`config.mk`:
```
export PLATFORM = sky130hd
export DESIGN_NAME = issue_queue
export DESIGN_NICKNAME = d
export VERILOG_FILES = /design/src/rtl/issue_queue.sv
export SDC_FILE = /design/constraint.sdc
export NUM_CORES = 2
export LEC_CHECK = 0
export ABC_AREA = 1
export CORE_MARGIN = 1.5
export CORE_UTILIZATION = 65
export CTS_CLUSTER_SIZE = 14
export DETAILED_ROUTE_END_ITERATION = 10
export GPL_TIMING_DRIVEN = 0
export PLACE_DENSITY = 0.85
export SETUP_SLACK_MARGIN = 0.02
export SLEW_MARGIN = 20
export SYNTH_ARGS = -nofsm -noshare
export SYNTH_HDL_FRONTEND = slang
export SYNTH_SLANG_ARGS = --single-unit
```
`constraint.sdc`:
```
create_clock -name clk -period 57.5 [get_ports clk]
set_input_delay 14.375 -clock clk [delete_from_list [all_inputs] [get_ports clk]]
set_output_delay 14.375 -clock clk [all_outputs]
set_load 0.01 [all_outputs]
```
`src/rtl/issue_queue.sv`:
```
// -----------------------------------------------------------------------------
// issue_queue
//
// Out-of-order issue queue between rename/dispatch and the execute units.
// Renamed uops wait here until both source physical registers are ready.
// Writeback wakeup broadcasts are tracked, and the oldest ready uop, ordered by
// ROB age, is presented for issue. A pipeline flush either clears the whole
// queue (exception) or removes only the entries younger than a ROB id (branch
// mispredict).
//
// Optional feature (macro ISSUE_QUEUE_WAKEUP_BYPASS_EN):
//   defined   - same-cycle wakeup matches also count toward eligibility, so an
//               entry woken at cycle t can issue at cycle t.
//   undefined - eligibility uses registered ready bits only, so an entry woken
//               at cycle t can issue at cycle t+1 at the earliest.
//
// Ports:
//   clk, reset                 clock, asynchronous active-high reset
//   in_valid / in_ready        dispatch handshake
//   in_uop, in_info, in_imm    uop payload; in_info = {rob_id[6:0], rd_phy[5:0]}
//   in_rs1/in_rs2              source physical registers
//   in_rs1_rdy/in_rs2_rdy      source already available at dispatch
//   wk_valid, wk_phy           wakeup broadcast ports (6-bit phy reg per port)
//   out_valid / out_ready      issue handshake
//   out_uop/out_info/out_rs1/out_rs2/out_imm   fields of the selected entry
//   flush, flush_is_exception  flush request and kind
//   flush_rob_id               branch-failure boundary; younger entries drop
//   count                      number of valid entries
// -----------------------------------------------------------------------------
module issue_queue #(
    parameter int unsigned DEPTH        = 8,
    parameter int unsigned WAKEUP_PORTS = 2,
    parameter int unsigned UOP_W        = 8,
    parameter int unsigned IMM_W        = 32,
    localparam int unsigned PHY_W       = 6,
    localparam int unsigned ROB_W       = 7,
    localparam int unsigned INFO_W      = ROB_W + PHY_W,
    localparam int unsigned CNT_W       = $clog2(DEPTH + 1)
) (
    input  logic                            clk,
    input  logic                            reset,
    // dispatch side
    input  logic                            in_valid,
    output logic                            in_ready,
    input  logic [UOP_W-1:0]                in_uop,
    input  logic [INFO_W-1:0]               in_info,
    input  logic [PHY_W-1:0]                in_rs1,
    input  logic [PHY_W-1:0]                in_rs2,
    input  logic                            in_rs1_rdy,
    input  logic                            in_rs2_rdy,
    input  logic [IMM_W-1:0]                in_imm,
    // writeback wakeup broadcast
    input  logic [WAKEUP_PORTS-1:0]         wk_valid,
    input  logic [WAKEUP_PORTS*PHY_W-1:0]   wk_phy,
    // issue side
    output logic                            out_valid,
    input  logic                            out_ready,
    output logic [UOP_W-1:0]                out_uop,
    output logic [INFO_W-1:0]               out_info,
    output logic [PHY_W-1:0]                out_rs1,
    output logic [PHY_W-1:0]                out_rs2,
    output logic [IMM_W-1:0]                out_imm,
    // flush
    input  logic                            flush,
    input  logic                            flush_is_exception,
    input  logic [ROB_W-1:0]                flush_rob_id,
    // occupancy
    output logic [CNT_W-1:0]                count
);

    // Returns 1 when b is strictly younger than a. ROB ids live in a 64-entry
    // window; the top bit flips on every wrap, so when the top bits differ the
    // comparison of the low bits is inverted.
    function automatic logic compare_rob_age(input logic [ROB_W-1:0] a,
                                             input logic [ROB_W-1:0] b);
        if (a[ROB_W-1] == b[ROB_W-1]) begin
            return a[ROB_W-2:0] < b[ROB_W-2:0];
        end else begin
            return a[ROB_W-2:0] > b[ROB_W-2:0];
        end
    endfunction

    // Any wakeup port broadcasting this physical register this cycle.
    function automatic logic wake_hit(input logic [PHY_W-1:0]              phy,
                                      input logic [WAKEUP_PORTS-1:0]       vld,
                                      input logic [WAKEUP_PORTS*PHY_W-1:0] tags);
        logic hit;
        hit = 1'b0;
        for (int unsigned k = 0; k < WAKEUP_PORTS; k++) begin
            if (vld[k] && (tags[k*PHY_W +: PHY_W] == phy)) begin
                hit = 1'b1;
            end
        end
        return hit;
    endfunction

    // -------------------------------------------------------------------------
    // Entry storage
    // -------------------------------------------------------------------------
    logic [DEPTH-1:0]   valid_q,   valid_d;
    logic [DEPTH-1:0]   rs1_rdy_q, rs1_rdy_d;
    logic [DEPTH-1:0]   rs2_rdy_q, rs2_rdy_d;
    logic [ROB_W-1:0]   rob_q  [DEPTH];
    logic [PHY_W-1:0]   rd_q   [DEPTH];
    logic [UOP_W-1:0]   uop_q  [DEPTH];
    logic [PHY_W-1:0]   rs1_q  [DEPTH];
    logic [PHY_W-1:0]   rs2_q  [DEPTH];
    logic [IMM_W-1:0]   imm_q  [DEPTH];
    logic [CNT_W-1:0]   count_q, count_d;

    // -------------------------------------------------------------------------
    // Wakeup matching for resident entries and for the incoming uop
    // -------------------------------------------------------------------------
    logic [DEPTH-1:0]   rs1_wake;
    logic [DEPTH-1:0]   rs2_wake;
    logic               in_rs1_wake;
    logic               in_rs2_wake;

    always_comb begin
        rs1_wake = '0;
        rs2_wake = '0;
        for (int unsigned i = 0; i < DEPTH; i++) begin
            rs1_wake[i] = wake_hit(rs1_q[i], wk_valid, wk_phy);
            rs2_wake[i] = wake_hit(rs2_q[i], wk_valid, wk_phy);
        end
        in_rs1_wake = wake_hit(in_rs1, wk_valid, wk_phy);
        in_rs2_wake = wake_hit(in_rs2, wk_valid, wk_phy);
    end

    // -------------------------------------------------------------------------
    // Eligibility
    // -------------------------------------------------------------------------
    logic [DEPTH-1:0]   eligible;

`ifdef ISSUE_QUEUE_WAKEUP_BYPASS_EN
    // Same-cycle wakeups count, giving zero-cycle wakeup-to-issue.
    assign eligible = valid_q & (rs1_rdy_q | rs1_wake) & (rs2_rdy_q | rs2_wake);
`else
    assign eligible = valid_q & rs1_rdy_q & rs2_rdy_q;
`endif

    // -------------------------------------------------------------------------
    // Oldest-eligible selection: an entry wins when every other eligible entry
    // is younger than it. ROB ids are unique, so at most one bit is set.
    // -------------------------------------------------------------------------
    logic [DEPTH-1:0]   sel_oh;
    logic               any_eligible;

    always_comb begin
        sel_oh = '0;
        for (int unsigned i = 0; i < DEPTH; i++) begin
            sel_oh[i] = eligible[i];
            for (int unsigned j = 0; j < DEPTH; j++) begin
                if ((j != i) && eligible[j] && !compare_rob_age(rob_q[i], rob_q[j])) begin
                    sel_oh[i] = 1'b0;
                end
            end
        end
    end

    assign any_eligible = |eligible;

    // -------------------------------------------------------------------------
    // Issue outputs: one-hot AND-OR mux over the entries
    // -------------------------------------------------------------------------
    logic [ROB_W-1:0]   sel_rob;
    logic [PHY_W-1:0]   sel_rd;

    always_comb begin
        out_uop = '0;
        out_rs1 = '0;
        out_rs2 = '0;
        out_imm = '0;
        sel_rob = '0;
        sel_rd  = '0;
        for (int unsigned i = 0; i < DEPTH; i++) begin
            if (sel_oh[i]) begin
                out_uop = out_uop | uop_q[i];
                out_rs1 = out_rs1 | rs1_q[i];
                out_rs2 = out_rs2 | rs2_q[i];
                out_imm = out_imm | imm_q[i];
                sel_rob = sel_rob | rob_q[i];
                sel_rd  = sel_rd  | rd_q[i];
            end
        end
    end

    assign out_info  = {sel_rob, sel_rd};
    assign out_valid = any_eligible && !flush;

    // -------------------------------------------------------------------------
    // Dispatch side
    // -------------------------------------------------------------------------
    // A slot freed by this cycle's issue is not reusable until the next cycle,
    // which keeps in_ready independent of out_ready.
    assign in_ready = (count_q < CNT_W'(DEPTH)) && !flush;
    assign count    = count_q;

    logic               dispatch_fire;
    logic               issue_fire;
    logic [DEPTH-1:0]   alloc_oh;
    logic               alloc_found;

    assign dispatch_fire = in_valid && in_ready;
    assign issue_fire    = out_valid && out_ready;

    // Lowest-index free slot.
    always_comb begin
        alloc_oh    = '0;
        alloc_found = 1'b0;
        for (int unsigned i = 0; i < DEPTH; i++) begin
            if (!valid_q[i] && !alloc_found) begin
                alloc_oh[i] = 1'b1;
                alloc_found = 1'b1;
            end
        end
    end

    // -------------------------------------------------------------------------
    // Next-state: wakeup, issue, dispatch, then flush overrides validity
    // -------------------------------------------------------------------------
    always_comb begin
        valid_d   = valid_q;
        // Wakeups apply to every slot; stale bits in invalid slots are
        // overwritten on allocation.
        rs1_rdy_d = rs1_rdy_q | rs1_wake;
        rs2_rdy_d = rs2_rdy_q | rs2_wake;

        if (issue_fire) begin
            valid_d = valid_d & ~sel_oh;
        end

        if (dispatch_fire) begin
            valid_d   = valid_d | alloc_oh;
            // Merge a same-cycle wakeup so it is never lost.
            for (int unsigned i = 0; i < DEPTH; i++) begin
                if (alloc_oh[i]) begin
                    rs1_rdy_d[i] = in_rs1_rdy || in_rs1_wake;
                    rs2_rdy_d[i] = in_rs2_rdy || in_rs2_wake;
                end
            end
        end

        // in_ready and out_valid are already gated by flush, so neither
        // dispatch nor issue can fire here; flush only has to prune validity.
        if (flush) begin
            if (flush_is_exception) begin
                valid_d = '0;
            end else begin
                for (int unsigned i = 0; i < DEPTH; i++) begin
                    if (compare_rob_age(flush_rob_id, rob_q[i])) begin
                        valid_d[i] = 1'b0;
                    end
                end
            end
        end

        count_d = '0;
        for (int unsigned i = 0; i < DEPTH; i++) begin
            count_d = count_d + CNT_W'(valid_d[i]);
        end
    end

    // -------------------------------------------------------------------------
    // State registers
    // -------------------------------------------------------------------------
    always_ff @(posedge clk or posedge reset) begin
        if (reset) begin
            valid_q   <= '0;
            rs1_rdy_q <= '0;
            rs2_rdy_q <= '0;
            count_q   <= '0;
        end else begin
            valid_q   <= valid_d;
            rs1_rdy_q <= rs1_rdy_d;
            rs2_rdy_q <= rs2_rdy_d;
            count_q   <= count_d;
        end
    end

    always_ff @(posedge clk or posedge reset) begin
        if (reset) begin
            for (int unsigned i = 0; i < DEPTH; i++) begin
                rob_q[i] <= '0;
                rd_q[i]  <= '0;
                uop_q[i] <= '0;
                rs1_q[i] <= '0;
                rs2_q[i] <= '0;
                imm_q[i] <= '0;
            end
        end else if (dispatch_fire) begin
            for (int unsigned i = 0; i < DEPTH; i++) begin
                if (alloc_oh[i]) begin
                    rob_q[i] <= in_info[INFO_W-1:PHY_W];
                    rd_q[i]  <= in_info[PHY_W-1:0];
                    uop_q[i] <= in_uop;
                    rs1_q[i] <= in_rs1;
                    rs2_q[i] <= in_rs2;
                    imm_q[i] <= in_imm;
                end
            end
        end
    end

endmodule

```
==> run summary <==
netlist area before placement = 0.03441 sq mm
Max Cap Violations = 0
wire length of the first global-routing pass = 210400 microns
overall die area = 0.05433 sq mm
gate count of the mapped netlist = 4740
count of buffers from port buffering = 155
number of DRC markers after the initial detailed-route iteration = 6317
crit path max-delay cell type = clkdlybuf4s50_1
status = finished, final reports clean
Worst Reg2Reg Path Length in Cells = 23
Synth top area share = 39.85%
minimum clock period = 29.79 ns
critical-path maximum fanout = 9
DRC violation count after routing = 0
Max Clock Skew = 0.02476 ns
sink count of the clock tree = 548
Fin Setup TNS = 0 ns
mean routed wirelength per cell = 24.98 microns
maximum count of clock buffers along a single path = 3
number of cells on the worst hold path = 2
Routability Congestion = 1.100
worst reg2reg setup slack = 51.02 ns
FF-to-FF Start = rob_q[32]
Clk Tree Root Cell = clkbuf_16
clock tree from TritonCTS = yes
Hold Startpoint = imm_q[69]
sink of the worst hold path = imm_q[69]
Leak = 19.83 nW
Max IR drop VDD = 0.03501 mV
Top FF cell, synth = dfrtp_1
RSZ-0062 raised after global routing = no
EDFF count, synth = 0
power per standard cell area = 33.25 mW/mm^2
design internal power = 815.5 uW
Pre-antenna DRT Iters = 10
worst r2r dst = count[2]
routed wire length = 142300 microns
Hold Violations, Final = 0
cell breakdown of the critical path = buf_2 -> inv_1 -> nand2_1 -> inv_1 -> clkdlybuf4s50_1
post-synthesis sequential element count = 548
total overflow reported by the global router = 0
largest net degree at the start of global routing = 110
Post-Synthesis Mean Instance Area = 7.260 sq um
count of different cell masters after synthesis = 43
aggregate global-route resource usage = 52.16%
initial antenna violation count = 2
Num CTS Buffers = 57
Die Span Y = 233.1 microns
Setup Viol. Count Final = 0
Reg power frac = 39.0%
vias in the first global route = 34800
biggest area consumer among synthesized cells = dfrtp_1
CTS Hold Buffers Added = 0
syn_nets = 5057
final-report max-slew violation count = 0
count of vias placed by the detailed router = 37790
core region area = 0.05245 sq mm
Layout Nets = 5276
final standard cell utilization of the core = 74.41%
combinational fraction of design power = 29.9%
placed wire-length estimate = 97950 microns
Req. time, crit path = 43.12 ns
CP Capture Type = primary output
Hold/Removal Path Class = reg2reg
clock share of power = 31.0%
most frequent cells after synthesis = 1471 x nand2_1, 620 x nand3_1, 551 x o21ai_0
Boundary Pins = 165
P&R area growth vs syn = 13.39%
number of H-tree levels = 2
Achievable Freq = 33.57 MHz
Synth async-reset ratio = 100.0%
synth top area cells = dfrtp_1 40%, nand2_1 16%, nand3_1 9.0%
post-CTS resize count = 0
Max stage delay on crit path = 0.52 ns
count leader, synth = nand2_1
P_sw = 481.9 uW
Clock Latency Late Sink = 0.66 ns
period utilization = 51.80%
Synth Warn # = 0
Row Count = 84
Top cell by count, worst path = inv_1
share of layout cells above drive strength 1 = 5.195%
type of the worst setup path = in2out
count of nets left with antenna violations after detail routing = 0
critical path launch point type = primary input
initial core utilization = 65.62%
share of the yosys chip area belonging to registers = 39.85%
transition time at the pin with the least slew margin = 1.273 ns
headroom to the max-slew limit = 14.32%
# Post-CTS Setup Buffers = 0
clock-pin slew on the worst setup and hold paths = 0.06 ns
vias per std cell = 6.635
endpoint arrival time on the critical path = 15.41 ns
die boundary width = 233.1 microns
switching part of the total = 37.14%
power by group through the flow:
stage	clock network (mW)	registers [mW]	logic, mW
detailed placement	0	0.507	0.370
floorplan	0	0.486	0.254
global placement	0	0.506	0.358
finish	0.402	0.507	0.388
global route	0.413	0.509	0.429
CTS	0.398	0.501	0.374
layout make-up:
class                   count  area (sq um)
diodes                      3         7.507
clock buffers              87          1759
fillers                  4132         13420
multi-input cells        3539         17960
well taps                 688         860.8
flip-flops and latches    548         13710
plain buffers             271          1306
clock inverters            18         281.5
inverters                 382          1441
repair buffers            160          1689
kinds of logic after synthesis:
family,Yosys count,synth area share (%)
buffers and inverters,653,7.959
and+or+nand+nor,2433,29.46
adders and majority gates,223,8.195
xor gates and xnor gates,56,1.534
AOI/OAI and AO/OA,827,13.01
DFF,548,39.85
worst max-delay path by stage:
stage | start | cells past startpoint | slack, ns | to
floorplan | reset | 1 | 27.80 | count[0]
global placement | reset | 2 | 21.67 | imm_q[3]
detailed placement | flush | 5 | 27.75 | out_valid
CTS | flush | 5 | 27.74 | out_valid
global route | flush | 5 | 27.67 | out_valid
finish | flush | 5 | 27.71 | out_valid
flip-flops by register name (all words and copies together) (netlist names):
name	count
rs2_rdy_q	8
uop_q	64
rs1_q	48
imm_q	256
count	4
rs1_rdy_q	8
valid_q	8
rob_q	56
rs2_q	48
rd_q	48
worst max-delay path, delay by kind of cell:
kind	cells	cell delay (ns)
simple gates	1	0.13
buf+inv	4	0.89
per-stage QoR:
| stage | total power, mW | cells | area [sq um] | worst slack, ns | hold WS, ns |
|---|---|---|---|---|---|
| 4_1_cts | 1.273 | 5693 | 39010 | 27.74 | 0.4884 |
| 6_report | 1.297 | 5696 | 39020 | 27.71 | 0.4839 |
| 3_5_place_dp | 0.8769 | 5588 | 36970 | 27.75 | 0.4732 |
| 3_3_place_gp | 0.8645 | 5583 | 36830 | 21.67 | 0.4651 |
| 2_1_floorplan | 0.7400 | 4740 | 34410 | 27.80 | 0.4537 |
| 5_1_grt | 1.350 | 5693 | 39020 | 27.67 | 0.4991 |
metal layers:
metal	part of all wire (%)	global-route usage (%)	routed length, microns
met3	15	17.53	21570
met1	35	66.00	49520
met5	0.032	0.5515	46
met2	42	76.25	59560
met4	8.1	33.83	11560
cells in the final DEF, fill, tap and decap left out, drive strengths merged, types with 110 or more instances in the layout:
master,instances
a21oi,110
buf,148
clkbuf,215
clkdlybuf4s50,155
dfrtp,548
ha,219
inv,378
nand2,1471
nand3,621
nor2,250
o21ai,570
(Power assumes the default switching activity.)
